===== src/rtl/uart_pkg.sv =====
// Shared UART definitions: state encodings, default bit timing, counter widths
// and the parity helper, common to transmitter and receiver.
package uart_pkg;

  localparam logic [2:0] IDLE   = 3'd0;
  localparam logic [2:0] START  = 3'd1;
  localparam logic [2:0] DATA   = 3'd2;
  localparam logic [2:0] STOP   = 3'd3;
  localparam logic [2:0] PARITY = 3'd4;

  localparam int CLKS_PER_BIT_DEFAULT = 8;
  localparam int BIT_CNT_W = 3;
  localparam int CLK_CNT_W = 4;

  typedef logic [2:0] state_t;

  function automatic logic parity_bit(input logic [7:0] data, input logic odd);
    return (^data) ^ odd;
  endfunction

endpackage


===== src/rtl/uart_tx.sv =====
// UART transmitter: start bit, 8 data bits LSB first, optional parity, one stop bit.
// Parity bit is compiled in when UART_TX_PARITY_EN is defined.
module uart_tx
  import uart_pkg::*;
#(
  parameter int CLKS_PER_BIT = CLKS_PER_BIT_DEFAULT,
  parameter int PARITY_ODD   = 0
) (
  input  logic       clk,
  input  logic       reset,
  input  logic       tx_en,
  input  logic       tx_start,
  input  logic [7:0] tx_data_in,
  output logic       tx_data_out,
  output logic       busy,
  output logic       done
);

  if (CLKS_PER_BIT < 2 || CLKS_PER_BIT > 16) begin : g_bad_clks
    $error("uart_tx: CLKS_PER_BIT must be in 2..16");
  end
  if (PARITY_ODD != 0 && PARITY_ODD != 1) begin : g_bad_parity
    $error("uart_tx: PARITY_ODD must be 0 or 1");
  end

  localparam logic [CLK_CNT_W-1:0] LAST_CLK = CLK_CNT_W'(CLKS_PER_BIT - 1);
  // The stop bit ends one clock early so done lands on the frame's final clock
  // and the next acceptance can follow with no idle gap.
  localparam logic [CLK_CNT_W-1:0] STOP_END = CLK_CNT_W'(CLKS_PER_BIT - 2);
  localparam logic [BIT_CNT_W-1:0] LAST_BIT = BIT_CNT_W'(7);

  state_t                 state;
  logic [CLK_CNT_W-1:0]   clk_count;
  logic [BIT_CNT_W-1:0]   bit_count;
  logic [7:0]             shift_reg;
  logic                   bit_end;
  logic [BIT_CNT_W-1:0]   next_bit;

  assign bit_end  = (clk_count == LAST_CLK);
  assign next_bit = bit_count + BIT_CNT_W'(1);

  always_ff @(posedge clk) begin
    if (reset) begin
      state       <= IDLE;
      clk_count   <= '0;
      bit_count   <= '0;
      shift_reg   <= '0;
      tx_data_out <= 1'b1;
      busy        <= 1'b0;
      done        <= 1'b0;
    end else begin
      done <= 1'b0;
      case (state)
        IDLE: begin
          tx_data_out <= 1'b1;
          busy        <= 1'b0;
          if (tx_en && tx_start) begin
            shift_reg   <= tx_data_in;
            bit_count   <= '0;
            clk_count   <= '0;
            busy        <= 1'b1;
            tx_data_out <= 1'b0;
            state       <= START;
          end
        end
        START: begin
          if (bit_end) begin
            clk_count   <= '0;
            tx_data_out <= shift_reg[0];
            state       <= DATA;
          end else begin
            clk_count <= clk_count + CLK_CNT_W'(1);
          end
        end
        DATA: begin
          if (bit_end) begin
            clk_count <= '0;
            if (bit_count == LAST_BIT) begin
`ifdef UART_TX_PARITY_EN
              tx_data_out <= parity_bit(shift_reg, PARITY_ODD[0]);
              state       <= PARITY;
`else
              tx_data_out <= 1'b1;
              state       <= STOP;
`endif
            end else begin
              bit_count   <= next_bit;
              tx_data_out <= shift_reg[next_bit];
            end
          end else begin
            clk_count <= clk_count + CLK_CNT_W'(1);
          end
        end
`ifdef UART_TX_PARITY_EN
        PARITY: begin
          if (bit_end) begin
            clk_count   <= '0;
            tx_data_out <= 1'b1;
            state       <= STOP;
          end else begin
            clk_count <= clk_count + CLK_CNT_W'(1);
          end
        end
`endif
        STOP: begin
          if (clk_count == STOP_END) begin
            clk_count <= '0;
            busy      <= 1'b0;
            done      <= 1'b1;
            state     <= IDLE;
          end else begin
            clk_count <= clk_count + CLK_CNT_W'(1);
          end
        end
        default: begin
          state       <= IDLE;
          clk_count   <= '0;
          tx_data_out <= 1'b1;
          busy        <= 1'b0;
        end
      endcase
    end
  end

endmodule


===== config.mk =====
export PLATFORM = sky130hd
export DESIGN_NAME = uart_tx
export DESIGN_NICKNAME = d
export VERILOG_FILES = /design/src/rtl/uart_pkg.sv /design/src/rtl/uart_tx.sv
export SDC_FILE = /design/constraint.sdc
export NUM_CORES = 1
export LEC_CHECK = 0
export CORE_MARGIN = 2
export CORE_UTILIZATION = 53
export CTS_CLUSTER_SIZE = 24
export DETAILED_ROUTE_END_ITERATION = 10
export PLACE_DENSITY = 0.81
export SETUP_SLACK_MARGIN = 0.3
export SLEW_MARGIN = 20
export SYNTH_ARGS = -nofsm -noshare
export SYNTH_HDL_FRONTEND = slang
export SYNTH_SLANG_ARGS = --single-unit

===== constraint.sdc =====
create_clock -name clk -period 2.1 [get_ports clk]
set_input_delay 0.42 -clock clk [delete_from_list [all_inputs] [get_ports clk]]
set_output_delay 0.42 -clock clk [all_outputs]
set_load 0.01 [all_outputs]

Word-level counts from Yosys, hierarchy flattened
Cells that the tools add are included.
{ "totals": {"register_bits": 21, "in_bits": 12, "word_cells": 59} }
{ "classes": {"n_addsub": 2, "magnitude_cmp": 1, "n_eq_ne": 12, "mux": 25, "bitwise": 2, "reduce_logical": 10} }
{ "op_table": {"columns": ["operator", "n"], "rows": [
  ["3-bit two-way mux", 8],
  ["4-bit two-way mux", 3],
  ["2-bit inequality test (second input constant)", 6],
  ["3-bit case mux with 4 select lines", 1],
  ["4-bit case mux with 3 select lines", 1],
  ["4-bit by 3-bit equality test with 1-bit output (second input constant)", 2],
  ["1-bit two-way mux", 8],
  ["3-bit by 2-bit equality test with 1-bit output (second input constant)", 2],
  ["3-bit case mux with 2 select lines", 1],
  ["5-bit AND reduction", 1],
  ["4-bit by 1-bit adder with 4-bit output (second input constant)", 1],
  ["3-bit by 4-bit less-than comparator with 1-bit output (second input constant)", 1],
  ["1-bit case mux with 4 select lines", 1],
  ["2-bit AND reduction", 2],
  ["4-bit AND reduction", 1],
  ["2-bit OR reduction", 2],
  ["3-bit by 1-bit adder with 3-bit output (second input constant)", 1],
  ["1-bit binary-select mux with 3-bit select", 1],
  ["3-bit by 1-bit equality test with 1-bit output (second input constant)", 1],
  ["3-bit equality test (second input constant)", 1],
  ["3-bit logical NOT", 1],
  ["1-bit case mux with 3 select lines", 1],
  ["3-bit AND reduction", 1],
  ["1-bit inverter", 2],
  ["other kinds (2)", 2]
]} }

Logic depth before layout (Yosys ltp)
Gate-level depths: netlist of the first run.
{ "logic_depth": {"depth_word": 6, "ltp_mapped": 7} }

Worst setup path before layout of the first run
No wires, ideal clock.
{ "synth_path": {"kind": "register to register", "from": "register bit_count[0]", "to": "register tx_data_out", "t_arrival_ns": 1.831, "slack_ns": 0.143, "stages_incl_launch_ff": 6, "n_path_buf": 0, "synth_period_minus_slack_ns": 1.957, "cell_sequence": "dfxtp_1 -> ha_1 -> ha_1 -> mux4_2 -> a2111oi_2 -> o31ai_1"} }
{ "synth_between": {"elab_chain_cells": 6, "word_cells_on_any_way": 7} }
{ "synth_rtl": {"columns": ["item", "line", "text"], "rows": [
  ["start, declared", "uart_tx.sv:34", "logic [BIT_CNT_W-1:0] bit_count;"],
  ["start signal, assigned", "uart_tx.sv:87", "bit_count <= next_bit;"],
  ["3-bit by 1-bit adder with 3-bit output", "uart_tx.sv:40", "assign next_bit = bit_count + BIT_CNT_W'(1);"],
  ["1-bit binary-select mux with 3-bit select", "uart_tx.sv:88", "tx_data_out <= shift_reg[next_bit];"],
  ["1-bit two-way mux (implied by the code)", "uart_tx.sv:88", null],
  ["1-bit two-way mux (*)", "uart_tx.sv:78", "if (bit_count == LAST_BIT) begin"],
  ["1-bit two-way mux (*)", "uart_tx.sv:76", "if (bit_end) begin"],
  ["1-bit case mux with 4 select lines (*)", "uart_tx.sv:53", "case (state)"],
  ["end signal, assigned", "uart_tx.sv:69", "tx_data_out <= shift_reg[0];"],
  ["end signal, assigned", "uart_tx.sv:88", null],
  ["end, declared", "uart_tx.sv:14", "output logic tx_data_out,"]
]} }
Mark *: on every way between the ends. The rest lies on a longest branch, timed or not. The select of a mux whose other input is x is not followed.
A chain may end at the register's enable or synchronous reset.

Worst setup path after layout of the first run
Ends and elaborated chain as after synthesis.

==> results of run 1 <==
worst max-delay path, stage by stage, from the launching register on:
cell and delay [ns]:
dfxtp_4 0.36, ha_2 0.18, ha_4 0.28, mux4_2 0.53, a2111oi_4 0.30, o31ai_1 0.11
metal layers:
| metal | GRT usage | wire length, um | part of all wire | vias up |
|---|---|---|---|---|
| li1 | - | - | - | 503 |
| met1 | 0.2683 | 1146 | 0.47 | 481 |
| met2 | 0.3333 | 1150 | 0.48 | 19 |
| met3 | 0.03571 | 87 | 0.036 | 5 |
| met4 | 0.08333 | 34 | 0.014 | 0 |
| met5 | 0 | 0 | 0 | - |
cell type report:
class	instances	share of cell area
repair buffers	17	0.1169
inverters	8	0.02158
multi-input cells	100	0.5279
clock buffers	3	0.01619
well taps	27	0.02428
flip-flops and latches	20	0.2932
stage by stage:
stage          total power [uW]  cell area (sq um)  setup slack (ns)  cells  hold WS (ns)
2_1_floorplan             920.0               1149            0.3018    132        0.4332
3_3_place_gp               1069               1323            0.2269    171        0.4437
3_5_place_dp               1091               1323            0.1484    171        0.4550
4_1_cts                    1304               1376            0.2397    175        0.4692
5_1_grt                    1426               1391            0.1845    175        0.4913
6_report                   1331               1391            0.2449    175        0.4715
final timing paths:
check	to	slack, ns	cells past startpoint
hold reg to reg	shift_reg[7]	0.47	2
hold / removal	shift_reg[7]	0.47	2
setup reg to reg	tx_data_out	0.24	5
setup / recovery	tx_data_out	0.24	5
repair_timing:
item,CTS,global route
buffers inserted,1,0
setup endpoints to repair,1,2
hold buffers,0,0
gates cloned,0,0
pin swaps,0,0
gates resized for setup,5,3
cells by family after synthesis:
logic type      Yosys count
simple gates             47
flops                    20
compound gates           35
mux                       7
fa+ha+maj                11
buf+inv                  12
power groups by stage:
stage / logic, uW / registers (uW) / clock network [uW]
global route: 747 / 478 / 201
global placement: 593 / 477 / 0
floorplan: 445 / 475 / 0
CTS: 644 / 473 / 186
finish: 673 / 475 / 183
detailed placement: 611 / 480 / 0
cell usage in the layout (no fill, tap or decap), types with 3 or more instances in the layout:
cell,synthesis,final
o21ai_0,5,5
buf_4,0,3
a21oi_1,16,16
nand3_1,3,3
inv_1,8,8
mux2i_1,6,6
dfxtp_1,20,16
ha_1,11,8
dfxtp_2,0,3
nand4_1,3,3
clkdlybuf4s50_1,0,14
nand2_1,23,23
or3_1,3,3
clkbuf_4,0,3
nor2_1,5,5
==> impl_metrics.toml, run 1 <==
[outcome]
status = "complete, no violations"

[pwr]
switching_share = 0.3860
pwr-share-clk = 0.137
seqPwrFrac = 0.357
cellInternalPower_uw = 817.1
power.switching_uw = 513.7
p_per_area_nw_per_um2 = 956.4
leakage_uw = 0.0005018
pwr-share-comb = 0.506
vdd_ir_drop_max_uv = 517.4

[global_route]
grt_usage = 0.2053
first_global_vias = 931
antenna_found_initial = 0
grt_pass1_wl_mm = 3.939
grt-ovfl-total = 0
grt_max_degree = 13

[yosys]
yosysMostFrequentCell = "nand2_1"
synth_ff_type = "dfxtp_1"
yosys_warnings = 0
ys_types = 36
synth_top_family_by_area = "compound AO/OA/AOI/OAI gates"
yosys.area.top_type = "dfxtp_1"
syn-num-nets = 155
synth.top_cell.area_share = 0.3536
synth_simple_gate_area_frac = 0.2055
ys_seq_area_frac = 0.3536
synth-seq-cells = 20
synth_mux_area_frac = 0.07293
synth-edff-count = 0
synth_compound_area_frac = 0.2066
synthCells = 132
synthAdderAreaFrac = 0.1215
avgSynthCellArea_sq_um = 8.578
synthTopCellsByArea = "dfxtp_1 (35%), ha_1 (12%), nand2_1 (7.6%)"
synth_area_sq_um = 1132
synthArstFlopShare = 0
synth-xor-area-share = 0
synthTopCellsByCount = "nand2_1 (23), dfxtp_1 (20), a21oi_1 (16), ha_1 (11), inv_1 (8)"

[routing]
post_drt_via_cell_ratio = 5.760
drt_wl_total_mm = 2.419
drc = 0
wire_per_inst_um = 13.82
vias = 1008
drt_iter0_drc = 14
drt_first_pass_iters = 4
ant_nets = 0

[die]
ioPinCount = 15
rows = 16
start_util = 0.5713
core_sq_um = 1982
fp.dieH_um = 50.22
die_w_um = 50.22
die_area_sq_um = 2522

[timing]
setup_viol = 0
post-route-period-util = 0.8834
timing.final.hold_violations = 0
fmax_mhz = 539.0
tns_ns = 0
rsz0062_at_grt = "yes"
worst_slew_pin_slew_ns = 0.3192
relSlewSlack = 0.7866
fin_skew_ns = 0.003549
drv_slew = 0
fin_crit_ns = 1.855

[place]
io_buffers = 14
place.gp.congestion = 0.8758
dp_hpwl_mm = 1.828

[job]
drv_cap = 0

[clocking]
cts_buffers = 3
htree_levels = 1
cts_tree = "yes"
clk_latency_ns = 0.30
clock-sinks = 20
clk_pin_slew_ns = 0.11
cts.path.max_buffers = 2
cts_root_buffer = "clkbuf_4"

[setup_path]
required_ns = 2.29
critPathArrivalTime_ns = 2.05
critical_path_class = "reg2reg"
endpoint_kind = "flip-flop"
cp-startpoint = "bit_count[0]"
crit_path_max_fanout = 4
cp-start-kind = "flip-flop"
regToRegStartpoint = "bit_count[0]"

[cells_and_area]
layout-drive-gt1-share = 0.1351
post-route-util = 0.7020
seqCellArea_sq_um = 407.9
area_growth_syn_to_layout_pct = 22.87
multi_input_area_sq_um = 734.5
largest_register_ffs = 8
antenna_cells = 0
nets = 173
n_fill_cell = 145

[min_path]
hold_path.class = "reg2reg"
worstHoldStart = "shift_reg[7]"
Power figures use the tool's default switching activity.
==> inputs of run 2 (changes only) <==
--- a/config.mk
+++ b/config.mk
@@ -7,6 +7,7 @@
 export LEC_CHECK = 0
 export CORE_MARGIN = 2
 export CORE_UTILIZATION = 53
+export CTS_CLUSTER_DIAMETER = 80
 export CTS_CLUSTER_SIZE = 24
 export DETAILED_ROUTE_END_ITERATION = 10
 export PLACE_DENSITY = 0.81
==> results of run 2 <==
Same layout as run 1: the final DEF is identical, and so are final timing and power.
==> RTL change, RTL diff (config.mk and constraints of run 1) <==
Change the package constant `CLK_CNT_W` from 4 to 5.
--- a/src/rtl/uart_pkg.sv
+++ b/src/rtl/uart_pkg.sv
@@ -11,5 +11,5 @@
   localparam int CLKS_PER_BIT_DEFAULT = 8;
   localparam int BIT_CNT_W = 3;
-  localparam int CLK_CNT_W = 4;
+  localparam int CLK_CNT_W = 5;
 
   typedef logic [2:0] state_t;
Function: same outputs for any inputs over 10 cycles, from zero or initial values and one cycle with reset high; that may be too few to reach the edited logic, so the function may still have changed.
==> RTL change against run 1 <==
Count of clock-buffer cells in the layout unchanged. Sequential power up 2%. Routed wire length up 5.5%. Sequential cell count up 1. Setup slack better by 0.072 ns. Final area up 8.2%. Hold slack worse by 0.0044 ns. First-iteration DRC count up 79%. Die area up 3.6%. Area after synthesis up 3.9%. Power up 10%. Final cell count up 4.0%. Global-route usage up 0.69 points. Highest routed layer unchanged. Critical path depth unchanged.
==> RTL change: results <==
outcome:
  run_status: "finished, final reports clean"
place:
  dp_hpwl_um: 1780
  place_area_um2: 1390
  pre_cts_ws_ns: 0.0440
logic_synthesis:
  synthTopCellsByArea: "dfxtp_1 36%, ha_1 11%, nand2_1 8.0%"
  yosysTopAreaCellShare_pct: 35.7
  synth_fp_nets: 152
  ys_seq_area_share_pct: 35.7
  synthTopCellsByCount: "25 x nand2_1, 21 x dfxtp_1, 16 x a21oi_1"
pwr:
  p_leak_nw: 0.567
  peakVddDrop_uv: 640
  p_sw_share_pct: 38.8
  power.density_nw_per_um2: 973
  pwr-share-seq_pct: 33.1
global_route:
  grt_util_met2_pct: 34.4
  grt_pass1_wl_um: 4160
  gr-usage-met3_pct: 4.68
worst_hold_path:
  hold_end: "shift_reg[1]"
clocking:
  path_clk_slew_ns: 0.13
  ctsResizeCount: 14
route:
  dr_wl_met3_um: 118
  drt_iter0_drc: 25
  met1_length_um: 1180
worst_setup_path:
  crit_fanout: 3
sta:
  relSlewSlack_pct: 71.6
  setup_ws_ns: 0.317
finish:
  nets: 177
  drive_above_1_share_pct: 20.8
-- RTL change: changes by cell type after synthesis, moves of 3 or more --
cell | run 1 | this run
inv_1 | 8 | 5
mux2i_1 | 6 | 3
nand3_1 | 3 | 6
o21ai_0 | 5 | 1
or4_1 | 0 | 4
-- RTL change: worst min-delay path, cell delays in order (launching register included) --
cell and delay (ns):
dfxtp_1 0.33, nand2_1 0.05, a21oi_1 0.05
-- RTL change: logic make-up after synthesis --
| group | share of synthesized area (%) |
|---|---|
| simple gates | 23.7 |
| compound gates | 18.9 |
| buf+inv | 2.98 |
| fa+ha+maj | 10.6 |
| mux | 7.98 |
| flops | 35.7 |
-- RTL change: cell type report --
type | instances | area, um2 | share of cell area [%]
clock buffers | 3 | 22.5 | 1.50
flip-flops and latches | 21 | 430 | 28.6
repair buffers | 24 | 233 | 15.5
well taps | 28 | 35.0 | 2.33
clock inverters | 1 | 5.00 | 0.333
multi-input cells | 100 | 761 | 50.5
inverters | 5 | 18.8 | 1.25
